===== config.mk =====
export PLATFORM = sky130hd
export DESIGN_NAME = cic_decimator
export DESIGN_NICKNAME = d
export VERILOG_FILES = /design/src/rtl/cic_decimator.sv
export SDC_FILE = /design/constraint.sdc
export NUM_CORES = 1
export LEC_CHECK = 0
export ABC_AREA = 1
export ABC_CLOCK_PERIOD_IN_PS = 7500
export CORE_ASPECT_RATIO = 1.75
export CORE_MARGIN = 2
export CORE_UTILIZATION = 50
export CTS_CLUSTER_DIAMETER = 30
export DETAILED_ROUTE_END_ITERATION = 8
export PLACE_DENSITY = 0.7
export SLEW_MARGIN = 0
export SYNTH_ARGS = -nofsm -noshare
export SYNTH_HDL_FRONTEND = slang
export SYNTH_SLANG_ARGS = --single-unit

===== constraint.sdc =====
create_clock -name clk -period 7.5 [get_ports clk]
set_input_delay 2.25 -clock clk [delete_from_list [all_inputs] [get_ports clk]]
set_output_delay 2.25 -clock clk [all_outputs]
set_load 0.02 [all_outputs]

===== src/rtl/cic_decimator.sv =====
// CIC decimator for 1-bit delta-sigma bitstreams: incremental (integrators only) or free-running (full CIC).
// Optional macro CIC_SETTLE_MASK_EN masks the first ORDER free-running results after reset/start.
module cic_decimator #(
  parameter int ORDER      = 2,
  parameter int MAX_LOG2_M = 8,
  parameter int OUT_W      = 24
) (
  input  logic             clk,
  input  logic             rst_n,
  input  logic             in_valid,
  input  logic             in_bit,
  input  logic             mode,
  input  logic [3:0]       log2_m,
  input  logic             start,
  output logic [OUT_W-1:0] out_data,
  output logic             out_valid,
  output logic             busy
);

  typedef enum logic {IDLE, RUN} state_t;

  state_t                  state, state_nxt;
  logic                    cfg_mode;
  logic [3:0]              cfg_log2m;
  logic [MAX_LOG2_M-1:0]   cnt;
  logic [MAX_LOG2_M-1:0]   cnt_mask;
  logic                    accept;
  logic                    dec_pt;
  logic                    emit;

  // integ_p0[k] holds integrator I(k+1); dly_p0[k] holds comb delay D(k+1)
  logic signed [OUT_W-1:0] integ_p0  [ORDER];
  logic signed [OUT_W-1:0] integ_sum [ORDER];
  logic signed [OUT_W-1:0] dly_p0    [ORDER];
  logic signed [OUT_W-1:0] comb_c    [ORDER+1];
  logic signed [OUT_W-1:0] data_p1;
  logic                    vld_p1;

  function automatic logic [3:0] clamp_log2m(input logic [3:0] l2);
    return (int'(l2) > MAX_LOG2_M) ? 4'(MAX_LOG2_M) : l2;
  endfunction

  // Counter compare value M-1 as a mask of log2(M) low ones
  always_comb begin
    cnt_mask = '0;
    for (int i = 0; i < MAX_LOG2_M; i++) begin
      cnt_mask[i] = (i < int'(cfg_log2m));
    end
  end

  assign accept = (state == RUN) && in_valid && !start;
  assign dec_pt = accept && (cnt == cnt_mask);

  always_comb begin
    state_nxt = state;
    if (start) begin
      state_nxt = RUN;
    end else if (dec_pt && !cfg_mode) begin
      state_nxt = IDLE;
    end
  end

  // Stage p0: integrator cascade settles within one cycle
  always_comb begin
    integ_sum[0] = integ_p0[0] + signed'({{(OUT_W-1){1'b0}}, in_bit});
    for (int k = 1; k < ORDER; k++) begin
      integ_sum[k] = integ_p0[k] + integ_sum[k-1];
    end
  end

  // Comb section, evaluated only where a decimation point commits it
  always_comb begin
    comb_c[0] = integ_sum[ORDER-1];
    for (int k = 1; k <= ORDER; k++) begin
      comb_c[k] = comb_c[k-1] - dly_p0[k-1];
    end
  end

`ifdef CIC_SETTLE_MASK_EN
  logic [1:0] settle_cnt;
  logic       settled;

  assign emit = dec_pt && (!cfg_mode || settled);

  always_ff @(posedge clk) begin
    if (!rst_n || start) begin
      settle_cnt <= '0;
      settled    <= 1'b0;
    end else if (dec_pt && cfg_mode && !settled) begin
      if (settle_cnt == 2'(ORDER-1)) begin
        settled <= 1'b1;
      end else begin
        settle_cnt <= settle_cnt + 2'd1;
      end
    end
  end
`else
  assign emit = dec_pt;
`endif

  always_ff @(posedge clk) begin
    if (!rst_n) begin
      state     <= IDLE;
      cfg_mode  <= mode;
      cfg_log2m <= clamp_log2m(log2_m);
      cnt       <= '0;
      data_p1   <= '0;
      vld_p1    <= 1'b0;
      for (int k = 0; k < ORDER; k++) begin
        integ_p0[k] <= '0;
        dly_p0[k]   <= '0;
      end
    end else begin
      state  <= state_nxt;
      vld_p1 <= emit;
      if (start) begin
        cfg_mode  <= mode;
        cfg_log2m <= clamp_log2m(log2_m);
        cnt       <= '0;
        for (int k = 0; k < ORDER; k++) begin
          integ_p0[k] <= '0;
          dly_p0[k]   <= '0;
        end
      end else if (accept) begin
        cnt <= dec_pt ? '0 : cnt + MAX_LOG2_M'(1);
        // Incremental conversions restart from zero; free-running wrap cancels in the combs
        for (int k = 0; k < ORDER; k++) begin
          integ_p0[k] <= (dec_pt && !cfg_mode) ? '0 : integ_sum[k];
        end
        if (dec_pt && cfg_mode) begin
          for (int k = 0; k < ORDER; k++) begin
            dly_p0[k] <= comb_c[k];
          end
        end
        // Stage p1: registered result and its strobe
        if (emit) begin
          data_p1 <= cfg_mode ? comb_c[ORDER] : integ_sum[ORDER-1];
        end
      end
    end
  end

  assign out_data  = data_p1;
  assign out_valid = vld_p1;
  assign busy      = (state == RUN);

endmodule


==> reports/results.md <==
| Item | Reported |
|---|---|
| Outcome | finished, final reports clean |
| Clock sink count | 135 |
| YS warnings | 0 |
| Netlist area before placement | 9750 um^2 |
| Count of fill cells added during filler insertion | 1,488 |
| Kind of end point of the critical path | register |
| Setup clock skew after layout | 0.00891 ns |
| Power Dens Cells | 235 nW/um^2 |
| Final count of pins violating max slew | 0 |
| Initial cell density of the core | 51.0% |
| Synthesized instance count | 1,294 |
| Rel. slew slack | 28.7% |
| Core Box Area | 19,100 um^2 |
| Final-report setup violation count | 0 |
| Worst IR drop on VDD | 0.181 mV |
| # IOs | 36 |
| TritonCTS buffer count | 17 |
| Synth-to-Final Area Change | 42.1% |
| Via density per instance | 5.25 |
| Synthesized Nets | 1,380 |
| # port buffers | 35 |
| Die boundary width | 110 um |
| Inserted Diodes | 0 |
| Sequential Area | 3710 um^2 |
| CTS root buf | sky130_fd_sc_hd__clkbuf_16 |
| Worst-Margin Slew | 1.07 ns |
| Largest net degree at the start of global routing | 49 |
| Synth cell types | 44 |
| Critical Path RT | 7.87 ns |
| Path class of the lowest-slack min-delay path | register to register |
| Top library cells by usage in the layout, fill and taps aside | sky130_fd_sc_hd__buf_4 (280), sky130_fd_sc_hd__nand2_1 (232), sky130_fd_sc_hd__inv_1 (219) |
| Tmin final | 7.33 ns |
| Number of synthesized flops with an enable pin | 101 |
| Clock tree from TritonCTS | done |
| Path type of the worst setup path | input port to register |
| Depth of the worst register-to-register path | 38 |
| Count of state elements after synthesis | 135 |
| CP max FO | 5 |
| Period utilization | 97.8% |
| Source-to-sink clock delay at the later pin of the worst-skew pair | 0.43 ns |
| CP startpoint kind | input port |
| Die ar. | 20,700 um^2 |
| Vertical extent of the die | 189 um |
| Area fraction in and, or, nand and nor cells after synthesis | 24.9% |
| Total detailed-routing wirelength | 30.4 mm |
| All-layer global routing usage | 29.2% |
| Utilization of the core after routing | 72.5% |
| Remaining global-route overflow | 0 |
| Cell at the slowest stage of the critical path | sky130_fd_sc_hd__ha_1 |
| H-Tree Level Count | 4 |
| Clk pin slew, worst setup/hold paths | 0.06 ns |
| Detailed-route DRC error count | 0 |
| Final Net Count | 1,698 |
| Main combinational cell family by area after synthesis | simple AND/OR/NAND/NOR gates |
| Number of antenna violations at the first check in global routing | 0 |
| Data arrival time at the worst-slack endpoint | 7.71 ns |
| Total count of hold-check failures in the final report | 0 |
| Final Wtd Congestion | 0.960 |
| Static leakage power | 6.58 nW |
| Worst setup margin | 0.165 ns |
| Max Cap Viol | 0 |
| Mux contribution to synthesized area | 0% |
| Area of the multi-input gates | 5910 um^2 |
| Max Root-Sink Buffers | 2 |
| Number of design-rule violations left by the first detailed-router iteration | 635 |
| First-pass GRT wire length | 46.4 mm |
| Post-DRT Antenna Nets | 0 |
| DP HPWL | 21.4 mm |
| Share of flip-flops with an asynchronous set or reset | 0% |
| Synthesized-area fraction occupied by ao, oa, aoi and oai cells | 11.7% |
| Fraction of layout cells with a size suffix above 1 | 30.2% |
| Sequential-to-total area share from yosys stat | 38.1% |
| Most frequent standard cell in the layout excluding fill and tap cells | sky130_fd_sc_hd__buf_4 |
| Adder-Cell Fraction of Synth Area | 9.98% |
| Pre-antenna DRT Iters | 5 |
| Total number of vias | 9,801 |
| Num rows | 67 |
| Routed WL per cell | 16.3 um |
| Syn_area_per_cell | 7.54 um^2 |
| Post-synthesis xor/xnor area fraction | 5.39% |
| Pre-CTS setup slack | -1.47 ns |
| Highest attainable clock frequency | 0.136 GHz |
| Number of global-route vias before repair | 10,100 |
| Main flop type after synthesis | sky130_fd_sc_hd__edfxtp_1 |
| Worst hold stages | 2 |
| Longest individual stage delay on the worst path | 0.40 ns |
| Count of hold-fix buffers inserted at cts | 0 |
-- final timing paths --
check                  to      startpoint  slack, ns
max          out_data[22]          in_bit       0.17
min                  busy            busy       0.48
max reg2reg  out_data[22]  integ_p0[0][0]       1.68
min reg2reg          busy            busy       0.48
-- registers in the layout, summed over array words and instances, names as in the netlist --
signal / count
out_valid: 1
dly_p0: 48
cfg_log2m: 4
cfg_mode: 1
integ_p0: 48
busy: 1
cnt: 8
out_data: 24
-- per-layer routing --
layer	vias to the layer above	global-route usage [%]	share of wire [%]
met5	-	0	0
met4	0	17.4	5.7
met3	107	3.18	3.1
met2	266	55.5	55
met1	4596	29.1	36
li1	4832	-	-
-- critical path, delay by kind of cell --
kind	cells	cell delay, ns
AND/OR/NAND/NOR	20	2.16
adder cells (fa/ha/maj)	4	1.13
buffers and inverters	9	0.87
AO/OA/AOI/OAI	4	0.85
XOR/XNOR	2	0.43
-- area by class of cell --
cell class	count	area share [%]
sequential	135	26.8
timing repair buffer	319	18.1
inverter	233	6.33
clock buffer	19	3.20
multi-input combinational	906	42.6
clock inverter	13	0.776
tap	241	2.18
-- kinds of logic after synthesis --
| family | after synthesis |
|---|---|
| AO/OA/AOI/OAI | 196 |
| AND/OR/NAND/NOR | 574 |
| flip-flops | 135 |
| XOR/XNOR | 60 |
| buffers and inverters | 253 |
| adder cells (fa/ha/maj) | 76 |
-- Yosys cell counts, types with 6 or more instances --
| library cell | instances | area, um^2 |
|---|---|---|
| sky130_fd_sc_hd__a21o_1 | 12 | 90.1 |
| sky130_fd_sc_hd__a21oi_1 | 84 | 420 |
| sky130_fd_sc_hd__a31oi_1 | 8 | 50.1 |
| sky130_fd_sc_hd__buf_2 | 6 | 30.0 |
| sky130_fd_sc_hd__clkbuf_1 | 9 | 33.8 |
| sky130_fd_sc_hd__dfxtp_1 | 34 | 681 |
| sky130_fd_sc_hd__edfxtp_1 | 101 | 3030 |
| sky130_fd_sc_hd__ha_1 | 73 | 913 |
| sky130_fd_sc_hd__inv_1 | 230 | 863 |
| sky130_fd_sc_hd__nand2_1 | 257 | 965 |
| sky130_fd_sc_hd__nand3_1 | 64 | 320 |
| sky130_fd_sc_hd__nand4_1 | 12 | 75.1 |
| sky130_fd_sc_hd__nor2_1 | 183 | 687 |
| sky130_fd_sc_hd__nor3_1 | 25 | 125 |
| sky130_fd_sc_hd__o21ai_0 | 41 | 205 |
| sky130_fd_sc_hd__o21ai_1 | 9 | 45.0 |
| sky130_fd_sc_hd__o21bai_1 | 15 | 113 |
| sky130_fd_sc_hd__or2_2 | 11 | 68.8 |
| sky130_fd_sc_hd__xnor2_1 | 16 | 140 |
| sky130_fd_sc_hd__xor2_1 | 44 | 385 |
-- timing repair --
item / CTS / global route
endpoints found under the setup margin: 9 / 13
endpoints found under the hold margin: 0 / 0
setup buffers: 24 / 13
resized for setup: 66 / 129
pin swaps: 36 / 66
-- per-stage QoR --
stage               total power (W)  area [um^2]  hold WS (ns)  setup TNS, ns  std cells
floorplan                   0.00158         9750         0.464              0       1294
global placement            0.00222        12200         0.459          -8.29       1797
detailed placement          0.00224        12200         0.472         -10.21       1797
CTS                         0.00309        13200         0.482              0       1853
global route                0.00343        13900         0.523         -0.508       1866
finish                      0.00326        13900         0.482              0       1866
-- power breakdown --
group          total, W  internal [W]  switching, W  leakage, nW
clock network  0.000792      0.000460      0.000332        0.255
registers      0.000849      0.000830     0.0000192         1.40
logic           0.00162      0.000779      0.000838         4.92
total           0.00326       0.00207       0.00119         6.58
No activity file was read; power rests on OpenSTA's default activity.
